**src/rtl/clk_div_ctrl_if.sv**
```systemverilog
// Handshake and status bundle between a ratio source and the divider controller.
// master drives run/config requests; slave (the controller) returns status.
interface clk_div_ctrl_if #(
  parameter int DIV_W = 4
);
  logic             enable;
  logic             cfg_valid;
  logic [DIV_W-1:0] cfg_div;
  logic             cfg_ready;
  logic             cfg_err;
  logic             clk_out;
  logic             tick;
  logic             busy;
  logic [DIV_W-1:0] cur_div;

  modport master (
    output enable, cfg_valid, cfg_div,
    input  cfg_ready, cfg_err, clk_out, tick, busy, cur_div
  );

  modport slave (
    input  enable, cfg_valid, cfg_div,
    output cfg_ready, cfg_err, clk_out, tick, busy, cur_div
  );
endinterface

```
**src/rtl/clk_div_ctrl.sv**
```systemverilog
// Glitch-free run-time divide-by-N controller: start/stop/ratio change only on period boundaries.
// All outputs registered; start takes effect on the sampling edge; a pending ratio stalls cfg_valid.
module clk_div_ctrl #(
  parameter int DIV_W       = 4,
  parameter int DEFAULT_DIV = 3
) (
  input  logic             clk,
  input  logic             rst,
  clk_div_ctrl_if.slave    bus
);

  typedef enum logic [1:0] {IDLE, RUN, STOP} state_t;

  localparam logic [DIV_W-1:0] DIV_RST = DIV_W'(DEFAULT_DIV);
  localparam logic [DIV_W-1:0] ONE     = DIV_W'(1);
  localparam logic [DIV_W-1:0] TWO     = DIV_W'(2);

  state_t           state_q, state_d;
  logic [DIV_W-1:0] cnt_q, cnt_d;
  logic [DIV_W-1:0] cur_div_q, cur_div_d;
  logic [DIV_W-1:0] pend_div_q, pend_div_d;
  logic             pend_valid_q, pend_valid_d;
  logic             clk_out_q, clk_out_d;
  logic             tick_q, tick_d;
  logic             cfg_err_q, cfg_err_d;

  logic last_cyc;
  logic apply;
  logic accept;

  always_comb begin
    state_d      = state_q;
    cnt_d        = cnt_q;
    cur_div_d    = cur_div_q;
    pend_div_d   = pend_div_q;
    pend_valid_d = pend_valid_q;
    cfg_err_d    = 1'b0;

    last_cyc = (cnt_q == cur_div_q - ONE);
    apply    = pend_valid_q && ((state_q == IDLE) || last_cyc);
    accept   = bus.cfg_valid && !pend_valid_q;

    if (apply) begin
      cur_div_d    = pend_div_q;
      pend_valid_d = 1'b0;
    end

    // accept and apply are mutually exclusive: accept needs an empty slot
    if (accept) begin
      if (bus.cfg_div >= TWO) begin
        pend_div_d   = bus.cfg_div;
        pend_valid_d = 1'b1;
      end else begin
        cfg_err_d = 1'b1;
      end
    end

    case (state_q)
      IDLE: begin
        cnt_d = '0;
        if (bus.enable) state_d = RUN;
      end
      default: begin
        // RUN and STOP count identically; enable only decides where the period lands
        if (last_cyc) begin
          cnt_d   = '0;
          state_d = bus.enable ? RUN : IDLE;
        end else begin
          cnt_d   = cnt_q + ONE;
          state_d = bus.enable ? RUN : STOP;
        end
      end
    endcase

    clk_out_d = (state_d != IDLE) && (cnt_d < (cur_div_d >> 1));
    tick_d    = (state_d == RUN) && (cnt_d == '0);
  end

  always_ff @(posedge clk or posedge rst) begin
    if (rst) begin
      state_q      <= IDLE;
      cnt_q        <= '0;
      cur_div_q    <= DIV_RST;
      pend_div_q   <= DIV_RST;
      pend_valid_q <= 1'b0;
      clk_out_q    <= 1'b0;
      tick_q       <= 1'b0;
      cfg_err_q    <= 1'b0;
    end else begin
      state_q      <= state_d;
      cnt_q        <= cnt_d;
      cur_div_q    <= cur_div_d;
      pend_div_q   <= pend_div_d;
      pend_valid_q <= pend_valid_d;
      clk_out_q    <= clk_out_d;
      tick_q       <= tick_d;
      cfg_err_q    <= cfg_err_d;
    end
  end

  assign bus.cfg_ready = !pend_valid_q;
  assign bus.cfg_err   = cfg_err_q;
  assign bus.clk_out   = clk_out_q;
  assign bus.tick      = tick_q;
  assign bus.busy      = (state_q != IDLE);
  assign bus.cur_div   = cur_div_q;

endmodule

```
**src/flat_wrapper.sv**
```systemverilog
// flat-port wrapper written by rule: the top's interface ports become plain ports
module clk_div_ctrl_flat 
#(
  parameter int DIV_W       = 4,
  parameter int DEFAULT_DIV = 3
)
  (clk, rst, bus_enable, bus_cfg_valid, bus_cfg_div, bus_cfg_ready, bus_cfg_err, bus_clk_out, bus_tick, bus_busy, bus_cur_div);
  clk_div_ctrl_if #(.DIV_W(DIV_W)) bus_i ();
  input  logic clk;
  input  logic rst;
  input wire logic [$bits(bus_i.enable)-1:0] bus_enable;
  input wire logic [$bits(bus_i.cfg_valid)-1:0] bus_cfg_valid;
  input wire logic [$bits(bus_i.cfg_div)-1:0] bus_cfg_div;
  output wire logic [$bits(bus_i.cfg_ready)-1:0] bus_cfg_ready;
  output wire logic [$bits(bus_i.cfg_err)-1:0] bus_cfg_err;
  output wire logic [$bits(bus_i.clk_out)-1:0] bus_clk_out;
  output wire logic [$bits(bus_i.tick)-1:0] bus_tick;
  output wire logic [$bits(bus_i.busy)-1:0] bus_busy;
  output wire logic [$bits(bus_i.cur_div)-1:0] bus_cur_div;
  assign bus_i.enable = bus_enable;
  assign bus_i.cfg_valid = bus_cfg_valid;
  assign bus_i.cfg_div = bus_cfg_div;
  assign bus_cfg_ready = bus_i.cfg_ready;
  assign bus_cfg_err = bus_i.cfg_err;
  assign bus_clk_out = bus_i.clk_out;
  assign bus_tick = bus_i.tick;
  assign bus_busy = bus_i.busy;
  assign bus_cur_div = bus_i.cur_div;
  clk_div_ctrl #(.DIV_W(DIV_W), .DEFAULT_DIV(DEFAULT_DIV)) u_core (.clk(clk), .rst(rst), .bus(bus_i));
endmodule
```
**config.mk**
```make
export PLATFORM = sky130hd
export DESIGN_NAME = clk_div_ctrl_flat
export DESIGN_NICKNAME = d
export VERILOG_FILES = /design/src/rtl/clk_div_ctrl_if.sv /design/src/rtl/clk_div_ctrl.sv /design/src/flat_wrapper.sv
export SDC_FILE = /design/constraint.sdc
export NUM_CORES = 1
export LEC_CHECK = 0
export CAP_MARGIN = 20
export CORE_AREA = 2 2 48 50
export CTS_BUF_LIST = sky130_fd_sc_hd__clkbuf_4 sky130_fd_sc_hd__clkbuf_8
export CTS_CLUSTER_SIZE = 30
export DETAILED_ROUTE_END_ITERATION = 8
export DIE_AREA = 0 0 50 52
export HOLD_SLACK_MARGIN = 0.08
export PLACE_DENSITY = 0.83
export SETUP_SLACK_MARGIN = 0.2
export SYNTH_ARGS = -nofsm -noshare
export SYNTH_HDL_FRONTEND = slang
export SYNTH_SLANG_ARGS = --single-unit
```
**constraint.sdc**
```tcl
create_clock -name clk -period 2.85 [get_ports clk]
set_clock_uncertainty 0.15 [all_clocks]
set_input_delay 0.285 -clock clk [delete_from_list [all_inputs] [get_ports clk]]
set_output_delay 0.285 -clock clk [all_outputs]
set_load 0.02 [all_outputs]
```
Word-level counts from Yosys, hierarchy flattened --
Cells that the tools add are included.
Cells by class: $add $sub $neg 2, order comparisons 2, eq/ne operators 2, muxes and demuxes 13, reduce and logical (&&, ||, !) cells 11
Operators with widths (number):
- 2-to-1 mux 4 bit | 3
- 2-to-1 mux 2 bit | 4
- 2-to-1 mux 1 bit | 6
- adder 4 x 1 -> 4 bit, second input constant | 1
- == test 4 bit | 1
- greater-or-equal comparator 4 x 2 -> 1 bit, second input constant | 1
- logical AND 1 bit | 4
- logical NOT 4 bit | 1
- less-than comparator 4 x 3 -> 1 bit | 1
- nonzero test 2 bit | 2
- subtractor 4 x 1 -> 4 bit, second input constant | 1
- == test 2 x 1 -> 1 bit, second input constant | 1
- logical NOT 2 bit | 1
- AND reduction 2 bit | 1
- logical NOT 1 bit | 1
- logical OR 1 bit | 1
Storage, ports and cells: register bits after elaboration 18, bits of input ports 8, output and inout port bits 9, word-level logic and storage cells 39

Depth between registers and ports, before layout --
word-level depth 7, mapped depth 11, mapped depth without buffers 11

Worst setup path before layout --
No wires, ideal clock.
path type reg-to-reg, start reg u_core.cur_div_q[0] (netlist: u_core.bus.cur_div[0]), end reg u_core.clk_out_q (netlist: u_core.bus.clk_out), setup time 0.094 ns, data arrival time 2.686 ns, slack -0.080 ns, stages on the path, launching flop included 12, path buffers 0, cell sequence dfstp_2 inv_1 ha_1 xor2_1 nand3_2 o21a_2 o211a_1 ha_1 nand2_1 o21ai_0 o31a_1 a221oi_2
Between the ends: cells in the longest elaborated chain, start to end 7
Ends and longest elaborated chain:
- from (decl) | line clk_div_ctrl.sv:20 | logic [DIV_W-1:0] cur_div_q, cur_div_d;
- from (signal assigned) | line clk_div_ctrl.sv:92 | cur_div_q <= cur_div_d;
- subtractor 4 x 1 -> 4 bit (*) | line clk_div_ctrl.sv:39 | last_cyc = (cnt_q == cur_div_q - ONE);
- == test 4 bit (*) | line clk_div_ctrl.sv:39
- logical OR 1 bit | line clk_div_ctrl.sv:40 | apply = pend_valid_q && ((state_q == IDLE) || last_cyc);
- logical AND 1 bit | line clk_div_ctrl.sv:40
- 2-to-1 mux 4 bit | line clk_div_ctrl.sv:43 | if (apply) begin
- less-than comparator 4 x 3 -> 1 bit | line clk_div_ctrl.sv:75 | clk_out_d = (state_d != IDLE) && (cnt_d < (cur_div_d >> 1));
- logical AND 1 bit (*) | line clk_div_ctrl.sv:75
- via u_core.clk_out_d | line clk_div_ctrl.sv:23 | logic clk_out_q, clk_out_d;
- to (signal assigned) | line clk_div_ctrl.sv:95 | clk_out_q <= clk_out_d;
- to (decl) | line clk_div_ctrl.sv:23
Mark *: on every way through the listed nets, which the timed path passes. The rest lies on a longest branch. A chain may end at the register's enable or synchronous reset.

Worst setup path after layout --
Same ends and word-level chain as after synthesis.

==> results.cfg <==
[synthesis]
avgSynthCellArea_um2 = 10.9
synthArstFlopShare_pct = 100
synth_seq_cells = 18
synth_ff_type = dfrtp_1
synth_edf_count = 0
postSynthCellCount = 88
yosys.cell_types.count = 34
synth.net_count = 100
yosysTopAreaCellShare_pct = 36.4
seq_area_frac_synth_pct = 47.3
synth_area_leaders = dfrtp_1 (36%), dfstp_2 (11%), o211ai_1 (7.8%), ha_1 (5.2%), nand2_1 (5.1%)
yosys_warnings = 0
synth_top_area_cell = dfrtp_1
syn_area_um2 = 962

[route]
vias = 806
route.detailed.drc = 0
dr_wl_met3_um = 86
drtIter0Drc = 38
wl_per_cell_um = 15.7
wl_met1_um = 971
wl_met2_mm = 1.16
totalWireLength_mm = 2.25
drtAntennaViolNets = 0
dr.max_layer_used = met4
avgViaCountPerCell = 5.64
firstDrtPassIters = 5

[power_and_ir_drop]
pwr-share-comb_pct = 63.4
p_leak_nw = 0.552
pwr-share-clk_pct = 8.4
p_int_uw = 992
ir_drop_uv = 640
p_seq_share_pct = 28.3
power.switching_uw = 740
swShare_pct = 42.7
power_density_mw_per_mm2 = 1330

[global_route]
grt_max_degree = 19
antenna_found_initial = 0
grt_overflow = 0
grt_pass1_vias = 770
grt_pass1_wl_mm = 3.62
grt_use_total_pct = 19.0

[clock_tree]
clk_pin_slew_ps = 110
clock_latency_ps = 300
cts_root_buf = clkbuf_4
cts_tree = done
clock-sinks = 18
cts_htree_levels = 1
numCtsBuffers = 3
cts_buffer_depth = 2
hold_buffers = 0

[worst_setup_path]
startpoint_type = flip-flop
cp.arrival_ps = 2840
critPathCaptureType = flip-flop
required_ps = 2920
crit_type = flip-flop to flip-flop
crit_fanout = 6

[die]
rows = 17
coreArea_mm2 = 0.00211
dieHeight_um = 52
ios = 17
die_area_mm2 = 0.00260
die_w_um = 50
initial_utilization_pct = 45.7

[final_layout]
n_antenna_cell = 0
drive_gt1_share_pct = 25.2
fin_util_pct = 61.8
fin_nets = 128
stdcell_count = 143
area_delta_synth_final_pct = 35.2
final_area_mm2 = 0.00130
final_common_cell = clkdlybuf4s50_1
final_cell_mix = clkdlybuf4s50_1 (16), dfrtp_1 (14), nand2_1 (12)
fill_cells = 157

[placed_design]
place_inst = 135
dp_hpwl_mm = 1.54
portBuffers = 16
dp_slack_ps = 2.55
gp_congestion = 0.829
place_area_mm2 = 0.00120

[timing]
period_share_pct = 96.9
slew_viol_final = 0
finalSetupViolations = 0
relSlewSlack_pct = 55.6
rsz0062_at_grt = true
finalWorstSetupSlack_ps = 87.1
hold_violations = 0
fmax_mhz = 362
hold_slack_ps = 209
layout_min_cycle_time_ps = 2760
worstMarginPinSlew_ps = 666

[run_status]
status = finished, final reports clean

[min_path]
min_path_type = input port to async pin

[run]
max_cap_viol_count = 0
kinds of logic after synthesis:
family                     share of synthesized area [%]
muxes                                               2.34
AOI/OAI and AO/OA                                   20.7
xor gates and xnor gates                            8.58
and+or+nand+nor                                     13.5
buffers and inverters                               2.34
DFF                                                 47.3
adders and majority gates                           5.20
power groups by stage:
stage,clock [mW],combinational [mW],sequential (mW)
finish,0.145,1.10,0.490
global route,0.153,1.19,0.506
CTS,0.144,1.02,0.487
detailed placement,0,0.935,0.489
global placement,0,0.899,0.484
floorplan,0,0.583,0.536
state kept, by name, summed over array words and instances, names as in the netlist:
name,count
u_core.bus.cur_div,4
u_core.cnt_q,4
u_core.pend_div_q,4
u_core.state_q,2
u_core.bus.cfg_err,1
u_core.bus.clk_out,1
u_core.bus.tick,1
u_core.pend_valid_q,1
Yosys cell counts (all sizes together) (3+ instances only):
library cell  number
nand2             13
o211ai            10
nor2               4
inv                5
o21ai              3
dfrtp             14
dfstp              4
xnor2              4
ha                 4
timing repair:
| item | CTS | global route |
|---|---|---|
| cloned | 0 | 0 |
| pin swaps | 4 | 2 |
| resized for setup | 3 | 2 |
| buffers inserted | 2 | 2 |
| setup endpoints to repair | 1 | 1 |
per-stage QoR:
| stage | power, mW | TNS [ps] |
|---|---|---|
| after floorplan | 1.12 | -2.48 |
| after global placement | 1.38 | 0 |
| after detailed placement | 1.42 | 0 |
| after CTS | 1.65 | 0 |
| after global routing | 1.85 | -7.76 |
| final | 1.73 | 0 |
routing by layer:
metal / vias to the layer above / GRT usage [%]
met5: - / 0
met4: 0 / 8.80
met3: 7 / 3.16
met2: 27 / 33.1
met1: 390 / 22.9
li1: 382 / -
worst paths after layout:
path	startpoint	end	slack (ps)	cells after the start
min in group clk	u_core.pend_div_q[1]$_DFFE_PP1P_	u_core.pend_div_q[1]$_DFFE_PP1P_	320	2
max in group asynchronous	rst	u_core.pend_div_q[2]$_DFFE_PP0P_	1900	2
hold reg to reg	u_core.pend_div_q[1]$_DFFE_PP1P_	u_core.pend_div_q[1]$_DFFE_PP1P_	320	2
hold / removal	rst	u_core.cnt_q[1]$_DFF_PP0_	210	2
setup reg to reg	u_core.bus.cur_div[0]$_DFFE_PP1N_	u_core.bus.clk_out$_DFF_PP0_	90	11
setup / recovery	u_core.bus.cur_div[0]$_DFFE_PP1N_	u_core.bus.clk_out$_DFF_PP0_	90	11
critical path: stages, from the launching register on:
cell      delay [ps]
dfstp_2          540
inv_1             60
ha_4             270
xor2_2           150
nand3_2          150
o21a_4           270
o211a_1          240
ha_4             250
nand2_2           70
o21ai_1           70
o31a_1           270
a221oi_2         210
area by class of cell:
class / count / area [µm²] / area share (%)
Multi-Input combinational cell: 64 / 542 / 41.6
Sequential cell: 18 / 455 / 35.0
Timing Repair Buffer: 24 / 220 / 16.9
Tap cell: 28 / 35.0 / 2.69
Clock buffer: 4 / 30.0 / 2.31
Inverter: 5 / 18.8 / 1.44
Power figures use the tool's default switching activity.
